**src/rtl/irq_ctrl.sv**
```systemverilog
// irq_ctrl: masked edge/level interrupt controller with fixed priority and claim/EOI handshake
module irq_ctrl #(
  parameter int N_SRC = 6
) (
  input  logic             Clk,
  input  logic             Reset,
  input  logic [N_SRC-1:0] IrqIn,
  input  logic [1:0]       Addr,
  input  logic [31:0]      Wd,
  input  logic             We,
  input  logic             Re,
  output logic [31:0]      Rd,
  output logic             IRQ,
  output logic             InSvc
);
  typedef enum logic [1:0] {IDLE, REQ, SERVICE} state_t;
  state_t state_q, state_d;
  logic [N_SRC-1:0] mask_q, mask_d, pend_q, pend_d, mode_q, mode_d, irq_q, act;
  logic [2:0] cur_id_q, cur_id_d, id;
  logic valid, claim, eoi;
  assign act = pend_q & mask_q;
  assign valid = |act;
  assign IRQ = state_q == REQ;
  assign InSvc = state_q == SERVICE;
  assign claim = state_q == REQ && valid && Re && Addr == 2'd3;
  assign eoi = state_q == SERVICE && We && Addr == 2'd3 && Wd[2:0] == cur_id_q;
  assign Rd = Addr == 2'd0 ? 32'(mask_q) :
              Addr == 2'd1 ? 32'(pend_q) :
              Addr == 2'd2 ? 32'(mode_q) :
              {valid, InSvc, 27'b0, id};
  always_comb begin
    id = '0;
    for (int i = N_SRC - 1; i >= 0; i--) if (act[i]) id = 3'(i);
    mask_d = We && Addr == 2'd0 ? Wd[N_SRC-1:0] : mask_q;
    mode_d = We && Addr == 2'd2 ? Wd[N_SRC-1:0] : mode_q;
    pend_d = pend_q;
    // a new edge outranks both W1C and the claim clear
    for (int i = 0; i < N_SRC; i++)
      pend_d[i] = mode_q[i] ? (IrqIn[i] & ~irq_q[i]) |
                              (pend_q[i] & ~((We && Addr == 2'd1 && Wd[i]) || (claim && id == 3'(i))))
                            : IrqIn[i];
    state_d = state_q == IDLE ? (valid ? REQ : IDLE) :
              state_q == REQ  ? (!valid ? IDLE : claim ? SERVICE : REQ) :
              eoi ? IDLE : SERVICE;
    cur_id_d = claim ? id : cur_id_q;
  end
  always_ff @(posedge Clk or negedge Reset)
    if (!Reset) begin
      state_q <= IDLE;
      mask_q <= '0;
      pend_q <= '0;
      mode_q <= '0;
      irq_q <= '0;
      cur_id_q <= '0;
    end else begin
      state_q <= state_d;
      mask_q <= mask_d;
      pend_q <= pend_d;
      mode_q <= mode_d;
      irq_q <= IrqIn;
      cur_id_q <= cur_id_d;
    end
endmodule

```
**config.mk**
```make
export PLATFORM = sky130hd
export DESIGN_NAME = irq_ctrl
export DESIGN_NICKNAME = d
export VERILOG_FILES = /design/src/rtl/irq_ctrl.sv
export SDC_FILE = /design/constraint.sdc
export NUM_CORES = 1
export LEC_CHECK = 0
export BUFFER_PORTS_ARGS = -buffer_cell sky130_fd_sc_hd__buf_4
export CORE_MARGIN = 4
export CORE_UTILIZATION = 42
export DETAILED_ROUTE_END_ITERATION = 10
export PLACE_DENSITY_LB_ADDON = 0.3
export SETUP_SLACK_MARGIN = 0.4
export SKIP_LAST_GASP = 1
export SLEW_MARGIN = 20
export SYNTH_ARGS = -nofsm -noshare
export SYNTH_HDL_FRONTEND = slang
export SYNTH_SLANG_ARGS = --single-unit
```
**constraint.sdc**
```tcl
create_clock -name Clk -period 2.2 [get_ports Clk]
set_input_delay 0.11 -clock Clk [delete_from_list [all_inputs] [get_ports Clk]]
set_output_delay 0.11 -clock Clk [all_outputs]
set_load 0.005 [all_outputs]
```
==> impl_metrics.yaml, run 1 <==
outcome:
  status: "complete, no violations"
floorplanning:
  start_util: 0.444
  core_sq_um: 3720
  dieHeight_um: 70.7
  fp.dieW_um: 70.7
  rows: 22
  die_area_sq_um: 4990
  ios: 78
final_layout:
  drive_above_1_share: 0.345
  area_delta_synth_final_pct: 23.3
  diodes: 0
  fin_nets: 238
synthesis:
  async_flop_share: 1.00
  synthTopCellsByArea: "dfrtp_1, buf_4, mux2_2"
  synth_seq_area_share: 0.440
  synthTopCellsByCount: "dfrtp_1, buf_4, nand2_1"
  synth_flop_cell: "dfrtp_1"
  synthesis.area_sq_um: 1650
  synth_most_common_cell: "dfrtp_1"
  synth_area_leader_cell: "dfrtp_1"
  ys_seq_elements: 29
  post_synth_inst_count: 150
  ys_warn_count: 0
  syn_avg_cell_area_sq_um: 11.0
  synth_top_area_share: 0.440
  synth_edf_count: 0
  synth.distinct_cells: 42
worst_setup_path:
  crit_fanout: 6
  critPathLaunchType: "flip-flop"
  slowest_stage: "mux4_2"
  cp_data_arrival_time_ns: 1.81
  reg2reg_slack_ns: 0.48
  criticalPathCategory: "flip-flop to output pin"
  cp-end-kind: "output pin"
  crit_chain: "a22o_1 > a31oi_4 > nor2_4 > mux4_2 > buf_6"
  cp_data_required_time_ns: 2.09
  slowest_delay_ns: 0.47
power:
  ir_worst_vdd_v: 0.000424
  power_density_nw_per_um2: 858
  p_leak_nw: 0.956
clocking:
  cts_buffers: 5
  clock-sinks: 29
  cts_buffer_depth: 2
  cts-root-buf: "clkbuf_8"
  path_clk_slew_ns: 0.06
  clk_latency_ns: 0.28
  htree_levels: 2
  cts_tree: "built"
global_routing:
  overflow: 0
  antenna_found_initial: 0
  grt_pass1_vias: 1185
  grt_max_degree: 30
  grt_pass1_wl_um: 5930
  grt_util_all_layers: 0.155
timing:
  finalSetupViolations: 0
  hold_viol: 0
  skew_ns: 0.00266
  rsz0062_at_grt: "yes"
  setup_ws_ns: 0.277
  min_period_ns: 1.92
  clock.fmax_ghz: 0.520
  worst_pin_slew_ns: 0.635
  fin_setup_tns_ns: 0
  slew_headroom: 0.575
  fin_crit_sh: 0.874
  slew_viol_final: 0
detailed_routing:
  first_pass_iters: 4
  drt_wl_total_um: 3740
  via_count: 1219
  drc: 0
  routedWlPerCell_um: 15.4
  viasPerCell: 5.04
  ant_nets: 0
  drt-initial-drc-count: 73
hold_path:
  hold_path_class: "primary input to flip-flop"
flow_run:
  cap_viol_max_count: 0
placed_design:
  hpwl_um: 2580
  routabilityCongestion: 0.817
  io_buffers: 27
  pre_cts_ws_ns: 0.521
[metal layers]
metal / vias up / GRT usage / part of all wire
li1: 582 / - / -
met4: 0 / 0.0731 / 0.017
met2: 50 / 0.243 / 0.47
met1: 581 / 0.193 / 0.44
met5: - / 0 / 0
met3: 6 / 0.0540 / 0.073
[cells in the final DEF (no fill, tap or decap), drive strengths merged, types with 2 or more instances in the layout]
cell type and instances:
a21o 2, a21oi 2, a22o 5, a31oi 2, and4b 2, buf 35
clkbuf 7, conb 24, dfrtp 29, dlygate4sd3 7, mux2 13, mux2i 3
mux4 3, nand2 24, nand4 3, nor2 4, nor2b 3, o21ai 4
xor2 3
[cells by family (layout without fill, tap and decap cells)]
| family | Yosys count | after routing | synth area share |
|---|---|---|---|
| simple gates | 45 | 45 | 0.148 |
| flops | 29 | 29 | 0.440 |
| buf+inv | 29 | 50 | 0.123 |
| compound gates | 24 | 24 | 0.121 |
| mux | 19 | 19 | 0.150 |
| xor+xnor | 3 | 3 | 0.0159 |
| other cells | 1 | 24 | 0.00227 |
[power breakdown]
group	switching, mW	total, mW	internal, mW
clock network	0.193	0.441	0.248
logic	0.239	0.557	0.318
registers	0.105	0.746	0.641
[worst paths after layout]
check | start | endpoint | cells after the start
worst max-delay path | pend_q[1]$_DFF_PN0_ | Rd[0] | 5
worst min-delay path | Wd[4] | mask_q[4]$_DFFE_PN0P_ | 2
worst max register to register | mask_q[3]$_DFFE_PN0P_ | cur_id_q[0]$_DFFE_PN0P_ | 5
worst min register to register | cur_id_q[2]$_DFFE_PN0P_ | cur_id_q[2]$_DFFE_PN0P_ | 1
max in group asynchronous | Reset | pend_q[1]$_DFF_PN0_ | 2
min in group asynchronous | Reset | state_q[0]$_DFF_PN0_ | 2
[metrics by stage]
step                      total power [mW]  std cells  instance area, sq um   util  hold slack (ns)
after floorplan                       1.06        173                  1740      -           -0.186
after global placement                1.20        220                  1800  0.484           0.0487
after detailed placement              1.22        220                  1800  0.484           0.0570
after CTS                             1.73        241                  2020  0.544           0.0724
after global routing                  1.84        242                  2030  0.547           0.0741
final                                 1.74        242                  2030  0.547           0.0796
[layout make-up]
cell class | instances | area (sq um)
fillers | 327 | 1680
multi-input cells | 115 | 816
flip-flops and latches | 29 | 727
repair buffers | 42 | 340
clock buffers | 7 | 86.3
well taps | 48 | 60.1
inverters | 1 | 3.75
[registers in the layout, summed over array words and instances, names as in the netlist]
| name | cells |
|---|---|
| mode_q | 6 |
| cur_id_q | 3 |
| mask_q | 6 |
| pend_q | 6 |
| state_q | 2 |
| irq_q | 6 |
[critical path: cells and delay by family (launching register included)]
kind	cells	cell delay (ns)
multiplexers	1	0.47
flip-flops	1	0.44
AND/OR/NAND/NOR	1	0.05
AO/OA/AOI/OAI	2	0.45
buffers and inverters	1	0.13
[repair_timing]
item | in CTS | in global routing
hold buffers | 7 | 0
hold endpoints to repair | 35 | 0
endpoints found under the setup margin | 3 | 3
buffers inserted | 7 | 1
gates cloned | 0 | 0
resized for setup | 4 | 3
pin swaps | 3 | 3
Note: power is estimated with default switching activity, not from simulation.
==> run 2: changes to the inputs <==
ABC_AREA = 1   (was unset)
CORE_UTILIZATION = 46   (was 42)
CTS_CLUSTER_SIZE = 14   (was unset)
==> impl_metrics.yaml, run 2 <==
floorplanning:
  dieHeight_um: 68.5
  start_util: 0.490
  ios: 78
  rows: 21
  core_sq_um: 3440
  die_area_sq_um: 4700
  fp.dieW_um: 68.5
timing:
  slew_viol_final: 0
  rsz0062_at_grt: "yes"
  fin_setup_tns_ns: 0
  clock.fmax_ghz: 0.596
  fin_crit_sh: 0.763
  finalSetupViolations: 0
  hold_viol: 0
  skew_ns: 0.00291
  min_period_ns: 1.68
final_layout:
  drive_above_1_share: 0.180
  diodes: 0
  post-route-util: 0.582
  layout_common_cells: "nand2_1, dfrtp_1, buf_4, inv_1, conb_1"
  final_common_cell: "nand2_1"
  fin_nets: 309
  nFillCells: 344
  area_delta_synth_final_pct: 18.9
worst_setup_path:
  slowest_stage: "dfrtp_1"
  cp-end-kind: "output pin"
  slowest_delay_ns: 0.39
  critPathMostFrequentCell: "nand2_1"
  critPathLaunchType: "flip-flop"
  criticalPathCategory: "flip-flop to output pin"
  crit_chain: "nand2_1 > nand2_1 > nor3_2 > nand2_1 > a31oi_2 > buf_4"
  crit_fanout: 3
  cp_data_arrival_time_ns: 1.57
  cp_data_required_time_ns: 2.09
synthesis:
  ys_seq_elements: 29
  synth_area_leader_cell: "dfrtp_1"
  async_flop_share: 1.00
  synth.distinct_cells: 22
  ys_warn_count: 0
  synth_edf_count: 0
  synth_top_area_share: 0.431
  synthTopCellsByCount: "nand2_1, dfrtp_1, inv_1"
  synthesis.area_sq_um: 1690
  synthTopCellsByArea: "dfrtp_1, nand2_1, buf_4"
  synth_most_common_cell: "nand2_1"
  post_synth_inst_count: 227
  synth_seq_area_share: 0.431
  synth_flop_cell: "dfrtp_1"
  syn_avg_cell_area_sq_um: 7.42
clocking:
  htree_levels: 2
  clock-sinks: 29
  clk_latency_ns: 0.28
  cts-root-buf: "clkbuf_8"
  post_cts_buffers: 0
  cts_buffers: 5
  cts_tree: "built"
  path_clk_slew_ns: 0.06
  cts_buffer_depth: 2
detailed_routing:
  via_count: 1429
  ant_nets: 0
  routedWlPerCell_um: 11.3
  drc: 0
  viasPerCell: 4.58
  drt_wl_total_um: 3530
  first_pass_iters: 4
  drt-initial-drc-count: 62
global_routing:
  grt_max_degree: 30
  overflow: 0
  grt_pass1_vias: 1409
  grt_util_all_layers: 0.180
  grt_pass1_wl_um: 6060
  antenna_found_initial: 0
hold_path:
  hold_path_class: "primary input to flip-flop"
placed_design:
  hpwl_um: 2680
  io_buffers: 27
  routabilityCongestion: 0.916
outcome:
  status: "complete, no violations"
flow_run:
  cap_viol_max_count: 0
power:
  ir_worst_vdd_v: 0.000516
  p_leak_nw: 1.09
  power_mw: 1.55
  power_density_nw_per_um2: 774
==> run 2: cell count changes after synthesis, moves of 4 or more <==
cell,delta
nand3_1,+11
o21ai_0,+6
a22o_1,-5
nor2_1,+5
inv_1,+25
nand2_1,+60
nor2_2,+4
o21ai_1,+8
mux2_2,-13
==> run 2: where the power goes <==
part | total (mW) | switching [mW] | internal (mW)
sequential | 0.709 | 0.0785 | 0.631
clock | 0.408 | 0.185 | 0.224
combinational | 0.434 | 0.242 | 0.192
total | 1.55 | 0.505 | 1.05
==> run 2: worst max-delay path: cells and delay by family (launching register included) <==
family	cells	cell delay (ns)
and+or+nand+nor	4	0.59
DFF	1	0.39
AOI/OAI and AO/OA	1	0.17
buffers and inverters	1	0.14
==> run 2: metrics by stage <==
stage | std cells | hold WS [ns] | area (sq um) | setup slack [ns]
after global routing | 312 | 0.104 | 2000 | 0.390
after detailed placement | 297 | 0.0524 | 1840 | 0.765
after global placement | 297 | 0.0518 | 1840 | 0.790
final | 312 | 0.102 | 2000 | 0.521
after CTS | 312 | 0.0912 | 1990 | 0.504
after floorplan | 250 | -0.186 | 1770 | 0.980
==> run 2: final timing paths <==
kind / slack (ns) / end / from / cells after the start
max: 0.52 / Rd[2] / mask_q[2]$_DFFE_PN0P_ / 6
min reg2reg: 0.49 / pend_q[1]$_DFF_PN0_ / irq_q[1]$_DFF_PN0_ / 3
min in group asynchronous: 0.29 / mode_q[4]$_DFFE_PN0P_ / Reset / 2
min: 0.10 / mode_q[4]$_DFFE_PN0P_ / Wd[4] / 3
max in group asynchronous: 1.65 / cur_id_q[2]$_DFFE_PN0P_ / Reset / 2
max reg2reg: 0.71 / pend_q[4]$_DFF_PN0_ / mask_q[2]$_DFFE_PN0P_ / 8
==> run 2: timing repair <==
action / CTS / global route
gates resized for setup: 0 / 3
hold buffers: 7 / 0
setup endpoints to repair: 0 / 3
hold endpoints to repair: 35 / 0
==> run 2: routing by layer <==
metal / part of all wire / track usage / up-vias
met5: 0 / 0 / -
met4: 0.029 / 0.112 / 0
met3: 0.064 / 0.0421 / 10
met2: 0.45 / 0.279 / 45
met1: 0.46 / 0.226 / 642
li1: - / - / 732
==> run 2: layout make-up <==
class | count | area (sq um) | share of cell area
Multi-Input combinational cell | 168 | 767 | 0.383
Sequential cell | 29 | 726 | 0.362
Timing Repair Buffer | 34 | 273 | 0.136
Inverter | 27 | 101 | 0.0506
Clock buffer | 8 | 80.1 | 0.0400
Tap cell | 46 | 57.6 | 0.0287
==> run 2: kinds of logic (layout without fill, tap and decap cells) <==
group                  count (synthesis)  after routing  synth area share
flip-flops                            29             29             0.431
other                                  1             24           0.00223
XOR/XNOR                               1              1           0.00520
AO/OA/AOI/OAI                         27             27            0.0883
buffers and inverters                 53             69             0.173
AND/OR/NAND/NOR                      116            116             0.301
